--- src/rtl/aes_pkg.sv ---
// Constants and types shared by the AES wrapper and its result streamer.
package aes_pkg;

    localparam int unsigned AES_OUTPUT_BASE_ADDR = 257;
    localparam logic [31:0] AES_TERMINATOR       = 32'hDEADBEEF;

    typedef enum logic [2:0] {
        ST_IDLE,
        ST_RD_ISSUE,
        ST_RD_WAIT,
        ST_CHECK,
        ST_SEND,
        ST_DONE
    } streamer_state_t;

endpackage

--- src/rtl/aes_result_streamer.sv ---
// Reads result dwords from the AES BRAM output region after completion and
// serializes them MSB-first onto a valid/ready byte stream.
module aes_result_streamer
    import aes_pkg::*;
#(
    parameter int unsigned OUT_BASE_ADDR = AES_OUTPUT_BASE_ADDR,
    parameter int unsigned READ_LATENCY  = 2,
    parameter int unsigned MAX_WORDS     = 255
) (
    input  logic        clk_in,
    input  logic        rst_in,
    input  logic        start_in,
    output logic [9:0]  mem_addr_out,
    input  logic [31:0] mem_data_in,
    output logic [7:0]  byte_out,
    output logic        byte_valid_out,
    input  logic        byte_ready_in,
    output logic        busy_out,
    output logic        done_out,
    output logic        overflow_out,
    output logic [9:0]  word_count_out
);

    localparam logic [9:0] BASE_ADDR = 10'(OUT_BASE_ADDR);
    localparam logic [9:0] WORD_CAP  = 10'(MAX_WORDS);
    localparam logic [7:0] LAT_INIT  = 8'(READ_LATENCY - 1);

    streamer_state_t state;
    logic            start_q;
    logic [7:0]      lat_cnt;
    logic [31:0]     shift_reg;
    logic [1:0]      byte_idx;
    logic            start_edge;

    assign start_edge = start_in & ~start_q;

    // word_count_out doubles as the word pointer: both advance together on the 4th byte.
    always_ff @(posedge clk_in) begin
        if (rst_in) begin
            state          <= ST_IDLE;
            start_q        <= 1'b0;
            mem_addr_out   <= BASE_ADDR;
            byte_out       <= '0;
            byte_valid_out <= 1'b0;
            busy_out       <= 1'b0;
            done_out       <= 1'b0;
            overflow_out   <= 1'b0;
            word_count_out <= '0;
            lat_cnt        <= '0;
            shift_reg      <= '0;
            byte_idx       <= '0;
        end else begin
            start_q  <= start_in;
            done_out <= 1'b0;
            case (state)
                ST_IDLE: begin
                    if (start_edge) begin
                        word_count_out <= '0;
                        overflow_out   <= 1'b0;
                        busy_out       <= 1'b1;
                        state          <= ST_RD_ISSUE;
                    end
                end
                ST_RD_ISSUE: begin
                    mem_addr_out <= BASE_ADDR + word_count_out;
                    lat_cnt      <= LAT_INIT;
                    state        <= ST_RD_WAIT;
                end
                ST_RD_WAIT: begin
                    if (lat_cnt == '0) begin
                        shift_reg <= mem_data_in;
                        state     <= ST_CHECK;
                    end else begin
                        lat_cnt <= lat_cnt - 8'd1;
                    end
                end
                ST_CHECK: begin
                    if (shift_reg == AES_TERMINATOR) begin
                        done_out <= 1'b1;
                        state    <= ST_DONE;
                    end else if (word_count_out == WORD_CAP) begin
                        overflow_out <= 1'b1;
                        done_out     <= 1'b1;
                        state        <= ST_DONE;
                    end else begin
                        byte_idx       <= '0;
                        byte_out       <= shift_reg[31:24];
                        byte_valid_out <= 1'b1;
                        state          <= ST_SEND;
                    end
                end
                ST_SEND: begin
                    // byte_valid_out is always high here, so ready alone marks a transfer.
                    if (byte_ready_in) begin
                        if (byte_idx == 2'd3) begin
                            byte_valid_out <= 1'b0;
                            word_count_out <= word_count_out + 10'd1;
                            state          <= ST_RD_ISSUE;
                        end else begin
                            shift_reg <= {shift_reg[23:0], 8'h00};
                            byte_out  <= shift_reg[23:16];
                            byte_idx  <= byte_idx + 2'd1;
                        end
                    end
                end
                ST_DONE: begin
                    busy_out <= 1'b0;
                    state    <= ST_IDLE;
                end
                default: begin
                    state <= ST_IDLE;
                end
            endcase
        end
    end

endmodule

--- config.mk ---
export PLATFORM = sky130hd
export DESIGN_NAME = aes_result_streamer
export DESIGN_NICKNAME = d
export VERILOG_FILES = /design/src/rtl/aes_pkg.sv /design/src/rtl/aes_result_streamer.sv
export SDC_FILE = /design/constraint.sdc
export NUM_CORES = 1
export LEC_CHECK = 0
export CAP_MARGIN = 30
export CORE_UTILIZATION = 40
export DETAILED_ROUTE_END_ITERATION = 6
export PLACE_DENSITY = 0.61
export SLEW_MARGIN = 40
export SYNTH_ARGS = -nofsm -noshare
export SYNTH_HDL_FRONTEND = slang
export SYNTH_SLANG_ARGS = --single-unit
--- constraint.sdc ---
create_clock -name clk_in -period 4.3 [get_ports clk_in]
set_input_delay 0.86 -clock clk_in [delete_from_list [all_inputs] [get_ports clk_in]]
set_output_delay 0.86 -clock clk_in [all_outputs]
set_load 0.02 [all_outputs]
==> results.md, run 1 <==
* Post-DP HPWL at 6.28 mm
* Start of the worst register-to-register path: word_count_out[0]$_SDFFE_PP0P_
* PortBufs at 67
* Placed Area at 4440 µm²
* Ports at 68
* Setup crit end kind: flip-flop
* Cts repair resizes at 0
* Core area at 8850 µm²
* Post-CTS setup buffer count at 0
* Fmax at 418 MHz
* Commonest non-fill, non-tap cell in the layout: dfxtp_1
* Grt ovf at 0
* Clock buffer count from CTS at 9
* Synth area leader: dfxtp_1
* Yosys top cell area share at 42.0%
* Vias at 3285
* Crit path required time at 4.53 ns
* Leakage power at 1.63 nW
* Slew @ Worst Pin at 0.832 ns
* Initial Util at 42.0%
* Netlist Area Pre-Place at 3720 µm²
* Max Cap Viol at 0
* YS warnings at 0
* Residual DRC count at 0
* Worst path slowest cell: clkdlybuf4s50_1
* Critical path arrival at 2.62 ns
* Die Y-Extent at 98.4 µm
* Crit-path cells: clkdlybuf4s50_1 -> buf_4 -> nand3_1 -> o21ai_0 -> nand3_4 -> mux2_2
* Hold path depth at 2
* Final setup fails at 0
* Fin nets at 549
* Worst setup startpoint: byte_ready_in
* CP max stage delay at 0.45 ns
* Layout cell share with drive strength beyond 1 at 8.01%
* Area Growth Syn to Fin at 25.3%
* WL/cell at 15.0 µm
* Initial antenna violation count at 0
* Vias per cell at 5.30
* Iteration-0 DRC Markers at 146
* Max reg flops at 32
* Final-report max-slew violation count at 0
* Synth Net Count at 496
* Hold violation total from the final report at 0
* CTS tree: yes
* Unrepaired setup endpoints after global routing: false
* Ys flop type: dfxtp_1
* Worst vdd ir at 335 µV
* Largest net degree at the start of global routing at 61
* WL final at 9.32 mm
* Ranking of synthesized cells by area: dfxtp_1 42%, a21oi_1 6.5%, a211oi_1 6.3%
* Worst Hold Class: flip-flop to flip-flop
* Crit path kind: input pin to flip-flop
* Placement Rows at 34
* Hold path startpoint: mem_addr_out[9]$_SDFFE_PP0P_
* Vias in the first global route at 3059
* Die X at 98.4 µm
* Longest Clk Path Bufs at 2
* R2R cell count at 6
* Fin area at 4660 µm²
* Async set or reset register ratio after synthesis at 0%
* Clk Latency, worst-skew pair at 0.34 ns
* Yosys cell types at 47
* Flops & latches, synth at 78
* Setup TNS at 0 ns
* Die area at 9690 µm²
* Reg clk slew, reported paths at 0.08 ns
* H-tree depth at 3
* Relative slew slack at 44.5%
* Hold_buf cts at 0
* Fill cells at 870
* Clock root cell: clkbuf_8
* Worst Clk Skew at 0.00920 ns
* Mapped Cells at 456
* Post-route ant nets at 0
* Tcrit/Tclk final at 55.6%
* Commonest cells after routing, fill and taps aside: 78 x dfxtp_1, 66 x clkdlybuf4s50_1, 57 x nor2_1, 48 x a21oi_1, 36 x nand2_1
* CP max FO at 27
* Startpoint Class: input pin
* Status: finished clean
* Total GRT Usage at 20.0%
* Routability cong. at 0.754
* Syn Area/Cell at 8.16 µm²
* Seq/Total Area, Yosys at 42.0%
* Clk sinks at 78
* Min cycle time layout at 2.39 ns
* First-pass GRT wire length at 15.6 mm
* Post-synth EDFFs at 0
* TritonRoute pass-1 iters at 7
* Diode count at 0
* Power per cell area at 502 nW/µm²
## power breakdown
group | internal [W] | total (W) | switching (W)
registers | 0.000876 | 0.00102 | 0.000140
clock network | 0.000380 | 0.000639 | 0.000259
logic | 0.000282 | 0.000684 | 0.000402
## Yosys cell counts (all sizes together) (5+ instances only)
library cell  instances
nor3                  5
nor2b                12
o21ai                33
nand4                 5
buf                   6
a22o                  9
mux2                 10
nand2                37
nor2                 58
nand3                11
nor4                  8
inv                  28
xor2                  7
a211oi               31
clkbuf               23
xnor2                 8
dfxtp                78
a21oi                49
## final cells by class
cell class,count,area [µm²],share of cell area [%]
timing repair buffer,71,696,14.9
tap,108,135,2.90
clock inverter,4,97.6,2.09
sequential,78,1560,33.5
inverter,28,105,2.25
multi-input combinational,321,1940,41.6
clock buffer,10,128,2.74
## through the flow
stage                     cells  power, W  worst slack [ns]  utilization, %  hold slack (ns)
after global routing        620   0.00249              1.67            52.7            0.487
after CTS                   620   0.00235              1.90            52.7            0.461
after floorplan             456   0.00148              2.05               -            0.442
final                       620   0.00234              1.91            52.7            0.459
after global placement      606   0.00170              1.61            50.1            0.442
after detailed placement    606   0.00171              1.59            50.1            0.449
## layer usage
layer | track usage [%] | up-vias | share of wire (%) | routed length (µm)
met3 | 2.98 | 11 | 3.4 | 321
met2 | 30.7 | 60 | 46 | 4260
met4 | 7.35 | 0 | 1.6 | 150
met5 | 0 | - | 0 | 0
li1 | - | 1700 | - | -
met1 | 28.6 | 1514 | 49 | 4590
## worst paths after layout
check                                       to  slack (ns)
hold reg to reg   mem_addr_out[9]$_SDFFE_PP0P_        0.46
setup / recovery      byte_idx[0]$_SDFFE_PP0P_        1.91
hold / removal    mem_addr_out[9]$_SDFFE_PP0P_        0.46
setup reg to reg      byte_idx[0]$_SDFFE_PP0P_        1.91
## critical path: cells and delay by family
family                 cells  cell delay [ns]
muxes                      1             0.32
and+or+nand+nor            2             0.35
buffers and inverters      2             0.72
AOI/OAI and AO/OA          1             0.34
## logic make-up after synthesis
group | count (synthesis) | synth area share, %
xor gates and xnor gates | 15 | 3.53
muxes | 11 | 3.30
buffers and inverters | 57 | 6.02
and+or+nand+nor | 159 | 21.7
DFF | 78 | 42.0
AOI/OAI and AO/OA | 132 | 22.1
adders and majority gates | 4 | 1.35
Note: power is estimated with default switching activity, not from simulation.
==> run 2, diff against run 1 <==
--- a/config.mk
+++ b/config.mk
@@ -8,7 +8,7 @@
 export CAP_MARGIN = 30
 export CORE_UTILIZATION = 40
 export DETAILED_ROUTE_END_ITERATION = 6
-export PLACE_DENSITY = 0.61
+export PLACE_DENSITY = 0.63
 export SLEW_MARGIN = 40
 export SYNTH_ARGS = -nofsm -noshare
 export SYNTH_HDL_FRONTEND = slang
==> constraint.sdc (replaced) <==
create_clock -name clk_in -period 1.9 [get_ports clk_in]
set_input_delay 0.38 -clock clk_in [delete_from_list [all_inputs] [get_ports clk_in]]
set_output_delay 0.38 -clock clk_in [all_outputs]
set_load 0.02 [all_outputs]
==> results.md, run 2 (synthesized netlist as in run 1, its figures left out) <==
* DP Worst Slack at -0.0852 ns
* Initial Util at 42.0%
* Hold Crit Endpoint: mem_addr_out[1]$_SDFFE_PP0P_
* Die Y-Extent at 98.4 µm
* Status: finished, violations left
* Clock buffer count from CTS at 9
* First-pass GRT wire length at 15.7 mm
* Relative slew slack at 62.3%
* Placed Area at 4760 µm²
* Clk Latency, worst-skew pair at 0.36 ns
* Diode count at 0
* Worst Hold Class: flip-flop to flip-flop
* Post-route ant nets at 0
* Total GRT Usage at 20.4%
* Longest Clk Path Bufs at 2
* Leakage power at 1.87 nW
* Startpoint Class: flip-flop
* Fin area at 5090 µm²
* Crit-path cells: ha_4 -> and3_4 -> nand3_4 -> or4_4 -> and2_4 -> a2111oi_4
* Vias per cell at 5.33
* Die X at 98.4 µm
* Max Cap Viol at 0
* Fmax at 539 MHz
* Residual DRC count at 3
* Commonest non-fill, non-tap cell in the layout: dfxtp_1
* Hold violation total from the final report at 0
* Core area at 8850 µm²
* WL final at 9.74 mm
* Hold path startpoint: mem_addr_out[1]$_SDFFE_PP0P_
* Clock root cell: clkbuf_8
* WL/cell at 14.7 µm
* Crit path required time at 2.17 ns
* PortBufs at 67
* Grt ovf at 0
* Critical path arrival at 2.12 ns
* Final setup fails at 0
* Post-DP HPWL at 6.82 mm
* Routability cong. at 0.831
* Reg clk slew, reported paths at 0.09 ns
* Worst Clk Skew at 0.0137 ns
* R2r setup slk at 0.04 ns
* Max reg flops at 32
* Crit path kind: flip-flop to flip-flop
* Initial antenna violation count at 0
* Fin nets at 589
* Die area at 9690 µm²
* Tcrit/Tclk final at 97.7%
* Worst path slowest cell: or4_4
* Ports at 68
* Placement Rows at 34
* Worst vdd ir at 457 µV
* Unrepaired setup endpoints after global routing: true
* Area Growth Syn to Fin at 36.8%
* Clk sinks at 78
* Failing checks: design-rule violations
* Fin worst setup slack at 0.0444 ns
* R2R cell count at 6
* H-tree depth at 3
* Setup TNS at 0 ns
* CTS tree: yes
* Layout cell share with drive strength beyond 1 at 18.4%
* Cell family with most CP delay: simple AND/OR/NAND/NOR gates
* Bufs and invs on worst path at 0
* Commonest cells after routing, fill and taps aside: 74 x dfxtp_1, 64 x clkdlybuf4s50_1, 58 x nor2_1, 48 x a21oi_1, 40 x buf_4
* Slew @ Worst Pin at 0.562 ns
* Min cycle time layout at 1.86 ns
* Start of the worst register-to-register path: word_count_out[0]$_SDFFE_PP0P_
* Vias at 3530
* Power per cell area at 1080 nW/µm²
* Largest net degree at the start of global routing at 38
* Setup crit end kind: flip-flop
* Hold_buf cts at 0
* FF-to-FF End: state[0]$_SDFFE_PP0P_
* Iteration-0 DRC Markers at 164
* CP max stage delay at 0.48 ns
* Hold path depth at 2
* Final-report max-slew violation count at 0
* TritonRoute pass-1 iters at 7
* Vias in the first global route at 3264
* CP max FO at 4
## run 2: final cells by class
class / count / area [µm²]
Multi-Input combinational cell: 322 / 2050
Timing Repair Buffer: 110 / 1010
Fill cell: 820 / 3760
Tap cell: 108 / 135
Sequential cell: 78 / 1570
Clock inverter: 4 / 52.6
Clock buffer: 12 / 155
Inverter: 28 / 105
## run 2: worst max path at each step
| stage | startpoint | endpoint | depth (start not counted) | slack [ns] |
|---|---|---|---|---|
| 4_1_cts | word_count_out[0]$_SDFFE_PP0P_ | byte_out[5]$_SDFFE_PP0P_ | 6 | 0.007 |
| 6_report | word_count_out[0]$_SDFFE_PP0P_ | state[0]$_SDFFE_PP0P_ | 6 | 0.04 |
| 3_5_place_dp | start_in | word_count_out[7]$_SDFFE_PP0P_ | 6 | -0.09 |
| 3_3_place_gp | start_in | word_count_out[7]$_SDFFE_PP0P_ | 6 | -0.05 |
| 5_1_grt | lat_cnt[0]$_SDFFE_PP0P_ | shift_reg[25]$_SDFFE_PP0P_ | 8 | -0.04 |
| 2_1_floorplan | word_count_out[0]$_SDFFE_PP0P_ | byte_idx[0]$_SDFFE_PP0P_ | 7 | -0.06 |
## run 2: worst register-to-register path, cell delays in order (launching register included)
cell and delay [ns]:
dfxtp_4 0.36, ha_4 0.12, and3_4 0.20, nand3_4 0.08, or4_4 0.48, and2_4 0.19, a2111oi_4 0.33
## run 2: power by group
group	internal, W	total (W)	switching, W	leakage, nW
combinational	0.000898	0.00193	0.00104	1.13
sequential	0.00198	0.00225	0.000270	0.636
clock	0.000685	0.00133	0.000643	0.104
total	0.00356	0.00551	0.00195	1.87
## run 2: per-layer routing
metal	track usage, %	part of all wire [%]	vias up	routed length [µm]
met3	4.33	4.1	12	396
li1	-	-	1774	-
met4	7.00	1.1	0	105
met1	27.4	48	1665	4710
met2	32.7	46	79	4520
met5	0	0	-	0
## run 2: metrics by stage
stage | std cells | utilization, % | total power, W | hold WS [ns]
after global placement | 643 | 53.8 | 0.00407 | 0.444
after detailed placement | 643 | 53.8 | 0.00410 | 0.446
after floorplan | 456 | - | 0.00335 | 0.442
after CTS | 660 | 56.3 | 0.00544 | 0.459
final | 662 | 57.5 | 0.00551 | 0.454
after global routing | 662 | 57.5 | 0.00588 | 0.479
## run 2: timing repair
item	4_1_cts	5_1_grt
pin swaps	1	1
endpoints found under the setup margin	13	23
gates cloned	0	1
resized for setup	3	19
buffers inserted	1	1
==> run 3, diff against run 2 <==
--- a/config.mk
+++ b/config.mk
@@ -6,9 +6,9 @@
 export NUM_CORES = 1
 export LEC_CHECK = 0
 export CAP_MARGIN = 30
-export CORE_UTILIZATION = 40
+export CORE_UTILIZATION = 30
 export DETAILED_ROUTE_END_ITERATION = 6
-export PLACE_DENSITY = 0.63
+export PLACE_DENSITY = 0.49
 export SLEW_MARGIN = 40
 export SYNTH_ARGS = -nofsm -noshare
 export SYNTH_HDL_FRONTEND = slang
==> results.md, run 3 (synthesized netlist as in run 1, its figures left out) <==
* Status: finished clean
* Core area at 12100 µm²
* Vias at 3478
* Setup crit end kind: flip-flop
* Die area at 12800 µm²
* WL final at 10.4 mm
* Clk sinks at 78
* Vias per cell at 4.80
* Commonest cells after routing, fill and taps aside: 74 x dfxtp_1, 64 x clkdlybuf4s50_1, 56 x nor2_1, 47 x a21oi_1, 43 x buf_4
* Routability cong. at 0.806
* Min cycle time layout at 1.85 ns
* Clock buffer count from CTS at 9
* FF-to-FF End: byte_idx[0]$_SDFFE_PP0P_
* Fin nets at 591
* Fmax at 539 MHz
* Worst Clk Skew at 0.00410 ns
* Worst Hold Class: flip-flop to flip-flop
* Longest Clk Path Bufs at 2
* Power per cell area at 1110 nW/µm²
* H-tree depth at 3
* CP endpoint: byte_idx[0]$_SDFFE_PP0P_
* Worst setup startpoint: word_count_out[1]$_SDFFE_PP0P_
* Total GRT Usage at 17.0%
* Critical path arrival at 2.08 ns
* Residual DRC count at 0
* First-pass GRT wire length at 16.9 mm
* Initial antenna violation count at 0
* Final-report max-slew violation count at 0
* Commonest non-fill, non-tap cell in the layout: dfxtp_1
* R2r setup slk at 0.05 ns
* CP Depth at 6
* Iteration-0 DRC Markers at 178
* Hold violation total from the final report at 0
* Start of the worst register-to-register path: word_count_out[1]$_SDFFE_PP0P_
* Reg clk slew, reported paths at 0.06 ns
* CP max FO at 5
* Worst vdd ir at 503 µV
* Worst path slowest cell: or4_4
* Area Growth Syn to Fin at 41.3%
* Crit-path cells: ha_4 -> and3_4 -> nand3_4 -> or4_4 -> nand3_4 -> mux2_4
* Bufs and invs on worst path at 0
* Max reg flops at 32
* Post-route ant nets at 0
* Startpoint Class: flip-flop
* Diode count at 0
* Ports at 68
* Layout cell share with drive strength beyond 1 at 18.0%
* WL/cell at 14.4 µm
* Initial Util at 30.8%
* Vias in the first global route at 3328
* Leakage power at 1.95 nW
* Die X at 113 µm
* CP most frequent cell: nand3_4
* Crit path required time at 2.13 ns
* CTS tree: yes
* Final setup fails at 0
* Cell family with most CP delay: simple AND/OR/NAND/NOR gates
* Crit path kind: flip-flop to flip-flop
* PortBufs at 67
* Relative slew slack at 65.9%
* Core Util, Final at 43.6%
* Tcrit/Tclk final at 97.6%
* Clock root cell: clkbuf_16
* Fin area at 5260 µm²
* R2R cell count at 6
* TritonRoute pass-1 iters at 4
* Placed Area at 4830 µm²
* Placement Rows at 40
* Clk Latency, worst-skew pair at 0.34 ns
* Setup TNS at 0 ns
* Post-DP HPWL at 7.26 mm
* Unrepaired setup endpoints after global routing: true
* Grt ovf at 0
* Fill cells at 1229
* Die Y-Extent at 113 µm
* CP max stage delay at 0.48 ns
* Max Cap Viol at 0
* Slew @ Worst Pin at 0.507 ns
* Largest net degree at the start of global routing at 61
-- run 3: cell count changes in the layout (fill, tap and decap cells not counted), sizes merged --
cell          change
buf               +2
clkbuf            -2
clkinv            +5
clkinvlp          -1
dlygate4sd2       -2
dlymetal6s2s      +2
inv               -2
-- run 3: worst reg2reg max path: stages (launching register included) --
cell and delay, ns:
dfxtp_4 0.36, ha_4 0.13, and3_4 0.21, nand3_4 0.07, or4_4 0.48, nand3_4 0.18, mux2_4 0.32
-- run 3: power by group --
part	switching [W]	internal, W
sequential	0.000267	0.00198
clock	0.000667	0.00100
combinational	0.00104	0.000885
-- run 3: repair_timing --
action | 4_1_cts | 5_1_grt
gates resized for setup | 2 | 23
setup endpoints to repair | 12 | 41
hold endpoints to repair | 0 | 0
hold buffers | 0 | 0
pin swaps | 1 | 5
gates cloned | 0 | 1
buffers inserted | 2 | 2
-- run 3: layout make-up --
cell class	count	area [µm²]	area share, %
Clock buffer	10	229	4.36
Clock inverter	6	52.6	1.00
Inverter	28	105	2.00
Multi-Input combinational cell	322	2050	39.1
Sequential cell	78	1570	29.9
Tap cell	168	210	4.00
Timing Repair Buffer	112	1030	19.7
-- run 3: metrics by stage --
stage | hold slack, ns | power [W] | worst slack [ns] | std cells
3_5_place_dp | 0.450 | 0.00410 | -0.108 | 703
4_1_cts | 0.457 | 0.00582 | 0.0161 | 721
5_1_grt | 0.484 | 0.00623 | -0.0413 | 724
2_1_floorplan | 0.442 | 0.00335 | -0.0555 | 456
3_3_place_gp | 0.444 | 0.00409 | -0.107 | 703
6_report | 0.451 | 0.00584 | 0.0452 | 724
-- run 3: worst min path at each step --
stage | depth (start not counted) | slack, ns | endpoint | startpoint
after CTS | 2 | 0.46 | mem_addr_out[9]$_SDFFE_PP0P_ | mem_addr_out[9]$_SDFFE_PP0P_
after global routing | 2 | 0.48 | byte_idx[1]$_SDFFE_PP0P_ | byte_idx[1]$_SDFFE_PP0P_
after detailed placement | 2 | 0.45 | mem_addr_out[9]$_SDFFE_PP0P_ | mem_addr_out[9]$_SDFFE_PP0P_
after global placement | 2 | 0.44 | mem_addr_out[9]$_SDFFE_PP0P_ | mem_addr_out[9]$_SDFFE_PP0P_
final | 2 | 0.45 | mem_addr_out[9]$_SDFFE_PP0P_ | mem_addr_out[9]$_SDFFE_PP0P_
after floorplan | 2 | 0.44 | byte_idx[1]$_SDFFE_PP0P_ | byte_idx[1]$_SDFFE_PP0P_
-- run 3: layer usage --
| metal | wire (µm) | share of wire, % | track usage, % |
|---|---|---|---|
| met4 | 133 | 1.3 | 5.79 |
| met5 | 0 | 0 | 0 |
| met1 | 5140 | 49 | 22.0 |
| met3 | 339 | 3.2 | 4.87 |
| met2 | 4820 | 46 | 27.2 |
